File: src/rtl/fixdiv_stream_if.sv
// Operand/result stream bundle for fixdiv_stream.
// The master drives operands and out_ready; the slave (divider) drives everything else.
interface fixdiv_stream_if #(
  parameter int unsigned WIDTH = 32,
  parameter int unsigned TAGW  = 4
);
  logic             in_valid;
  logic             in_ready;
  logic [WIDTH-1:0] in_a;
  logic [WIDTH-1:0] in_b;
  logic             in_rnd;
  logic [TAGW-1:0]  in_tag;
  logic             out_valid;
  logic             out_ready;
  logic [WIDTH-1:0] out_val;
  logic [TAGW-1:0]  out_tag;
  logic             out_dbz;
  logic             out_ovf;
  logic             busy;

  modport master (
    output in_valid, in_a, in_b, in_rnd, in_tag, out_ready,
    input  in_ready, out_valid, out_val, out_tag, out_dbz, out_ovf, busy
  );

  modport slave (
    input  in_valid, in_a, in_b, in_rnd, in_tag, out_ready,
    output in_ready, out_valid, out_val, out_tag, out_dbz, out_ovf, busy
  );
endinterface

File: src/rtl/fixdiv_stream.sv
// Signed Q-format restoring divider, one quotient bit per cycle, with rounding,
// saturate/wrap overflow, divide-by-zero flagging and a pass-through tag.
module fixdiv_stream #(
  parameter int unsigned WIDTH = 32,
  parameter int unsigned FBITS = 16,
  parameter int unsigned TAGW  = 4,
  parameter bit          SAT   = 1'b1
) (
  input logic            clk,
  input logic            rst_n,
  fixdiv_stream_if.slave bus
);

  localparam int unsigned N  = WIDTH + FBITS + 1;
  localparam int unsigned AW = WIDTH + 1;
  localparam int unsigned RW = WIDTH + 2;
  localparam int unsigned CW = $clog2(N);

  localparam logic [CW-1:0]    CntLast = CW'(N - 1);
  localparam logic [WIDTH-1:0] ValMax  = {1'b0, {(WIDTH-1){1'b1}}};
  localparam logic [WIDTH-1:0] ValMin  = {1'b1, {(WIDTH-1){1'b0}}};

  typedef enum logic [1:0] {StIdle, StCalc, StFin, StDone} state_t;

  state_t r_state;
  state_t w_state_d;

  logic [N-1:0]     r_num;
  logic [N-1:0]     r_q;
  logic [RW-1:0]    r_rem;
  logic [AW-1:0]    r_den;
  logic [CW-1:0]    r_cnt;
  logic             r_neg;
  logic             r_rnd;
  logic             r_dbz;
  logic             r_a_zero;
  logic [TAGW-1:0]  r_tag;

  logic             r_out_valid;
  logic [WIDTH-1:0] r_out_val;
  logic [TAGW-1:0]  r_out_tag;
  logic             r_out_dbz;
  logic             r_out_ovf;

  logic             w_in_ready;
  logic             w_accept;
  logic             w_b_zero;
  logic [AW-1:0]    w_a_ext;
  logic [AW-1:0]    w_b_ext;
  logic [AW-1:0]    w_abs_a;
  logic [AW-1:0]    w_abs_b;
  logic [RW-1:0]    w_rem_sh;
  logic [RW-1:0]    w_den_ext;
  logic [RW-1:0]    w_diff;
  logic             w_ge;
  logic [N-1:0]     w_mag;
  logic [N-1:0]     w_lim_neg;
  logic [N-1:0]     w_lim;
  logic [N-1:0]     w_sval;
  logic [WIDTH-1:0] w_res_val;
  logic             w_res_ovf;
  logic             w_unused;

  // Operand capture: magnitudes at WIDTH+1 bits so that |MIN| is exact.
  assign w_in_ready = rst_n & ((r_state == StIdle) | ((r_state == StDone) & bus.out_ready));
  assign w_accept   = bus.in_valid & w_in_ready;
  assign w_b_zero   = (bus.in_b == '0);
  assign w_a_ext    = {bus.in_a[WIDTH-1], bus.in_a};
  assign w_b_ext    = {bus.in_b[WIDTH-1], bus.in_b};
  assign w_abs_a    = bus.in_a[WIDTH-1] ? (~w_a_ext + AW'(1)) : w_a_ext;
  assign w_abs_b    = bus.in_b[WIDTH-1] ? (~w_b_ext + AW'(1)) : w_b_ext;

  // One restoring step: shift in the next numerator bit, subtract if it fits.
  assign w_rem_sh  = {r_rem[RW-2:0], r_num[N-1]};
  assign w_den_ext = {{(RW-AW){1'b0}}, r_den};
  assign w_ge      = (w_rem_sh >= w_den_ext);
  assign w_diff    = w_rem_sh - w_den_ext;

  // Finalise: drop the guard bit (optionally rounding on it), range-check, apply sign.
  assign w_mag     = {1'b0, r_q[N-1:1]} + {{(N-1){1'b0}}, r_rnd & r_q[0]};
  assign w_lim_neg = {{(N-WIDTH){1'b0}}, 1'b1, {(WIDTH-1){1'b0}}};
  assign w_lim     = r_neg ? w_lim_neg : (w_lim_neg - N'(1));
  assign w_sval    = r_neg ? (~w_mag + N'(1)) : w_mag;
  assign w_unused  = ^{w_abs_a[WIDTH], w_sval[N-1:WIDTH]};

  always_comb begin
    w_res_val = '0;
    w_res_ovf = 1'b0;
    if (r_dbz) begin
      w_res_val = r_a_zero ? '0 : (r_neg ? ValMin : ValMax);
    end else if (w_mag > w_lim) begin
      w_res_ovf = 1'b1;
      w_res_val = SAT ? (r_neg ? ValMin : ValMax) : w_sval[WIDTH-1:0];
    end else begin
      w_res_val = w_sval[WIDTH-1:0];
    end
  end

  always_comb begin
    w_state_d = r_state;
    case (r_state)
      StIdle: begin
        if (w_accept) w_state_d = w_b_zero ? StFin : StCalc;
      end
      StCalc: begin
        if (r_cnt == CntLast) w_state_d = StFin;
      end
      StFin: begin
        w_state_d = StDone;
      end
      StDone: begin
        if (bus.out_ready) begin
          if (w_accept) w_state_d = w_b_zero ? StFin : StCalc;
          else          w_state_d = StIdle;
        end
      end
      default: w_state_d = StIdle;
    endcase
  end

  always_ff @(posedge clk or negedge rst_n) begin
    if (!rst_n) r_state <= StIdle;
    else        r_state <= w_state_d;
  end

  always_ff @(posedge clk or negedge rst_n) begin
    if (!rst_n) begin
      r_num    <= '0;
      r_q      <= '0;
      r_rem    <= '0;
      r_den    <= '0;
      r_cnt    <= '0;
      r_neg    <= 1'b0;
      r_rnd    <= 1'b0;
      r_dbz    <= 1'b0;
      r_a_zero <= 1'b0;
      r_tag    <= '0;
    end else if (w_accept) begin
      r_num    <= {w_abs_a[WIDTH-1:0], {(FBITS+1){1'b0}}};
      r_q      <= '0;
      r_rem    <= '0;
      r_den    <= w_abs_b;
      r_cnt    <= '0;
      r_neg    <= bus.in_a[WIDTH-1] ^ bus.in_b[WIDTH-1];
      r_rnd    <= bus.in_rnd;
      r_dbz    <= w_b_zero;
      r_a_zero <= (bus.in_a == '0);
      r_tag    <= bus.in_tag;
    end else if (r_state == StCalc) begin
      r_num <= {r_num[N-2:0], 1'b0};
      r_q   <= {r_q[N-2:0], w_ge};
      r_rem <= w_ge ? w_diff : w_rem_sh;
      r_cnt <= r_cnt + CW'(1);
    end
  end

  // A divide-by-zero accepted on the consuming edge keeps out_valid high into FIN.
  always_ff @(posedge clk or negedge rst_n) begin
    if (!rst_n) begin
      r_out_valid <= 1'b0;
      r_out_val   <= '0;
      r_out_tag   <= '0;
      r_out_dbz   <= 1'b0;
      r_out_ovf   <= 1'b0;
    end else if (r_state == StFin) begin
      r_out_valid <= 1'b1;
      r_out_val   <= w_res_val;
      r_out_tag   <= r_tag;
      r_out_dbz   <= r_dbz;
      r_out_ovf   <= w_res_ovf;
    end else if ((r_state == StDone) && bus.out_ready && !(w_accept && w_b_zero)) begin
      r_out_valid <= 1'b0;
    end
  end

  assign bus.in_ready  = w_in_ready;
  assign bus.out_valid = r_out_valid;
  assign bus.out_val   = r_out_val;
  assign bus.out_tag   = r_out_tag;
  assign bus.out_dbz   = r_out_dbz;
  assign bus.out_ovf   = r_out_ovf;
  assign bus.busy      = (r_state == StCalc) | (r_state == StFin);

endmodule

File: src/flat_wrapper.sv
// flat-port wrapper written by rule: the top's interface ports become plain ports
module fixdiv_stream_flat 
#(
  parameter int unsigned WIDTH = 32,
  parameter int unsigned FBITS = 16,
  parameter int unsigned TAGW  = 4,
  parameter bit          SAT   = 1'b1
)
  (clk, rst_n, bus_in_valid, bus_in_a, bus_in_b, bus_in_rnd, bus_in_tag, bus_out_ready, bus_in_ready, bus_out_valid, bus_out_val, bus_out_tag, bus_out_dbz, bus_out_ovf, bus_busy);
  fixdiv_stream_if #(.WIDTH(WIDTH), .TAGW(TAGW)) bus_i ();
  input logic clk;
  input logic rst_n;
  input wire logic [$bits(bus_i.in_valid)-1:0] bus_in_valid;
  input wire logic [$bits(bus_i.in_a)-1:0] bus_in_a;
  input wire logic [$bits(bus_i.in_b)-1:0] bus_in_b;
  input wire logic [$bits(bus_i.in_rnd)-1:0] bus_in_rnd;
  input wire logic [$bits(bus_i.in_tag)-1:0] bus_in_tag;
  input wire logic [$bits(bus_i.out_ready)-1:0] bus_out_ready;
  output wire logic [$bits(bus_i.in_ready)-1:0] bus_in_ready;
  output wire logic [$bits(bus_i.out_valid)-1:0] bus_out_valid;
  output wire logic [$bits(bus_i.out_val)-1:0] bus_out_val;
  output wire logic [$bits(bus_i.out_tag)-1:0] bus_out_tag;
  output wire logic [$bits(bus_i.out_dbz)-1:0] bus_out_dbz;
  output wire logic [$bits(bus_i.out_ovf)-1:0] bus_out_ovf;
  output wire logic [$bits(bus_i.busy)-1:0] bus_busy;
  assign bus_i.in_valid = bus_in_valid;
  assign bus_i.in_a = bus_in_a;
  assign bus_i.in_b = bus_in_b;
  assign bus_i.in_rnd = bus_in_rnd;
  assign bus_i.in_tag = bus_in_tag;
  assign bus_i.out_ready = bus_out_ready;
  assign bus_in_ready = bus_i.in_ready;
  assign bus_out_valid = bus_i.out_valid;
  assign bus_out_val = bus_i.out_val;
  assign bus_out_tag = bus_i.out_tag;
  assign bus_out_dbz = bus_i.out_dbz;
  assign bus_out_ovf = bus_i.out_ovf;
  assign bus_busy = bus_i.busy;
  fixdiv_stream #(.WIDTH(WIDTH), .FBITS(FBITS), .TAGW(TAGW), .SAT(SAT)) u_core (.clk(clk), .rst_n(rst_n), .bus(bus_i));
endmodule
File: config.mk
export PLATFORM = sky130hd
export DESIGN_NAME = fixdiv_stream_flat
export DESIGN_NICKNAME = d
export VERILOG_FILES = /design/src/rtl/fixdiv_stream_if.sv /design/src/rtl/fixdiv_stream.sv /design/src/flat_wrapper.sv
export SDC_FILE = /design/constraint.sdc
export NUM_CORES = 1
export LEC_CHECK = 0
export BUFFER_PORTS_ARGS = -buffer_cell sky130_fd_sc_hd__buf_2
export CORE_UTILIZATION = 65
export CTS_CLUSTER_SIZE = 30
export DETAILED_ROUTE_END_ITERATION = 8
export PLACE_DENSITY = 0.92
export SLEW_MARGIN = 40
export SYNTH_ARGS = -nofsm -noshare
export SYNTH_HDL_FRONTEND = slang
export SYNTH_SLANG_ARGS = --single-unit
File: constraint.sdc
create_clock -name clk -period 8.95 [get_ports clk]
set_input_delay 0.895 -clock clk [delete_from_list [all_inputs] [get_ports clk]]
set_output_delay 0.895 -clock clk [all_outputs]
set_load 0.01 [all_outputs]
==> impl_metrics.ini <==
[route]
drt.antenna.violating_nets = 0
drtIter0Drc = 1224
route.detailed.drc = 0
first_pass_iters = 5
vias_per_cell = 6.41
wl_per_cell_um = 17.4
vias = 13500
drt-total-wl_um = 36600

[synthesis]
yosys.area.top_type = dfrtp_1
seq_area_frac_synth = 0.339
synth_area_leaders = dfrtp_1 34%, mux2i_1 6.9%, ha_1 6.5%
synth_cell_types = 82
netlist.area_leader.share = 0.339
syn_inst = 1765
syn-num-nets = 1916
ys_async_sr_fraction = 1.00
yosys-top-cells-count = 202 x dfrtp_1, 169 x nand2_1, 154 x o21ai_0
synth_edf_count = 0
ys_warn_count = 0
synth_most_common_cell = dfrtp_1
synth_ff_type = dfrtp_1
synth-seq-cells = 202
synth_area_um2 = 14900
avgSynthCellArea_um2 = 8.44

[cts]
cts_root_buf = clkbuf_16
cts_tree = built
cts_max_level = 1
clockBufferDepth = 3
clk_latency_ns = 0.52
clkTransAtPathRegs_ns = 0.06
cts_buffers = 22
post-cts-setup-buffers = 0
cts_resized = 0
hold_buffers = 0
clock_sinks = 202

[pwr]
ir_worst_vdd_uv = 416
power_density_nw_per_um2 = 456
leakagePower_uw = 0.00746

[setup_path]
cp_cell_sequence = and2_1 -> ha_1 -> ha_1 -> nand4_1 -> nor4_1 -> and2_0 -> nand4_1 -> xor2_1 -> inv_1 -> ha_1 -> a211o_1 -> o211ai_1 -> a21oi_1 -> o21a_1 -> a211oi_1 -> o2111ai_1 -> nor3_4 -> buf_4 -> o21ai_0 -> a221oi_1 -> o22a_1
cp-endpoint = u_core.bus.out_val[14]
cp-start-kind = flop
critical-path-max-stage-delay_ns = 0.68
r2r_setup_slack_ns = 3.09
rr_endpoint = u_core.bus.out_val[14]
worstPathArrival_ns = 6.32
crit_required_ns = 9.41
reg2reg_from = u_core.r_q[0]
crit_slowest_cell = nor4_1
endpoint_kind = flop
crit_top_cell = ha_1
r2r_cells = 21
path_max_fanout = 42
crit_type = flop to flop
crit_path_start = u_core.r_q[0]

[final_layout]
nets = 1960
seq_area_um2 = 5060
fin_cells = 2110
multi_input_area_um2 = 9140
area_growth_pct = 9.60
antennaDiodeCount = 0
fillers = 1612
final_core_util = 0.723
drive_above_1_share = 0.115

[sta]
drv_slew = 0
setup_slack_ns = 3.09
clock_skew_ns = 0.00870
fin_crit_sh = 0.655
finalSetupTns_ns = 0
rsz0062_at_grt = false
period_needed_ns = 5.86
tightest_slew_ns = 0.839
maxSlewHeadroom = 0.438
fmax_ghz = 0.171
setup_violations = 0
hold_viol = 0

[global_route]
use_met2 = 0.535
grtUsageMet3 = 0.0561
use_met1 = 0.407
grt_pass1_wl_um = 61600
top_usage_layer = met2
grt_antenna_before_repair = 0
grt_overflow_total = 0
grt_max_degree = 89
grt_use_total = 0.314
grt_pass1_vias = 12900

[floorplanning]
die_area_um2 = 23500
ios = 114
die_h_um = 153
core-area_um2 = 22600
placementRows = 55
die_w_um = 153
initial_utilization = 0.660

[place]
numPortBuffers = 113
dp_slack_ns = 3.23
hpwl_um = 25700
place_inst = 2069
gp_congestion = 0.924

[run]
maxCapViolations = 0

[run_status]
status = finished, final reports clean

[hold_path]
hold_path.class = input pin to async pin
## power breakdown
| group | switching [µW] | internal [µW] |
|---|---|---|
| Clock | 385 | 575 |
| Sequential | 386 | 1340 |
| Combinational | 2810 | 1950 |
| Total | 3580 | 3870 |
## registers in the layout, indices dropped and copies added (netlist names), 2 cells and up
register,flops
u_core.r_num,32
u_core.r_tag,4
u_core.bus.out_tag,4
u_core.bus.out_val,32
u_core.r_q,49
u_core.r_cnt,6
u_core.r_den,33
u_core.r_rem,33
u_core.r_state,2
## critical path, delay by kind of cell (launching register included)
family	cells	cell delay, ns
AO/OA/AOI/OAI	9	1.82
XOR/XNOR	1	0.29
adder cells (fa/ha/maj)	3	0.89
buffers and inverters	2	0.49
flip-flops	1	0.36
AND/OR/NAND/NOR	6	1.96
## area by class of cell
cell class | instances | area share
multi-input cells | 1375 | 0.559
flip-flops and latches | 202 | 0.310
repair buffers | 126 | 0.0429
clock buffers | 29 | 0.0403
well taps | 285 | 0.0218
inverters | 82 | 0.0188
clock inverters | 11 | 0.00697
## cell families after synthesis
kind of cell,share of synthesized area
adders and majority gates,0.0660
xor gates and xnor gates,0.0735
DFF,0.339
and+or+nand+nor,0.201
AOI/OAI and AO/OA,0.190
muxes,0.0805
buffers and inverters,0.0499
## worst min-delay path by stage
stage                          from               end  slack, ns  cells after the start
finish                        rst_n  u_core.r_rem[21]       0.36                      1
global route                  rst_n  u_core.r_rem[21]       0.42                      1
CTS                           rst_n  u_core.r_rem[21]       0.39                      1
detailed placement     u_core.r_rnd      u_core.r_rnd       0.46                      2
global placement    u_core.r_tag[3]   u_core.r_tag[3]       0.45                      2
floorplan              u_core.r_rnd      u_core.r_rnd       0.44                      2
## through the flow
stage               hold slack [ns]  power, µW  cell area [µm²]
finish                        0.358       7450            16300
global route                  0.417       8090            16300
CTS                           0.386       7370            16300
detailed placement            0.462       6360            15500
global placement              0.452       6120            15500
floorplan                     0.437       5330            14900
## layout by cell type, fill, tap and decap left out, drive strengths merged, types with 17 or more instances in the layout
cell and instances:
xor2 54, dfrtp 202, ha 77, or3 21, buf 125, nor2 153
inv 82, clkbuf 30, nor3 33, a21boi 19, nand4 37, o31ai 27
nor4 17, mux2i 103, xnor2 71, a21oi 112, o21ai 162, nand3 49
a211oi 25, and3 21, nand2 170
## routing by layer
metal / part of all wire / vias to the layer above
li1: - / 6435
met1: 0.42 / 6550
met2: 0.48 / 461
met3: 0.067 / 82
met4: 0.029 / 0
met5: 0 / -
Note: power is estimated with default switching activity, not from simulation.
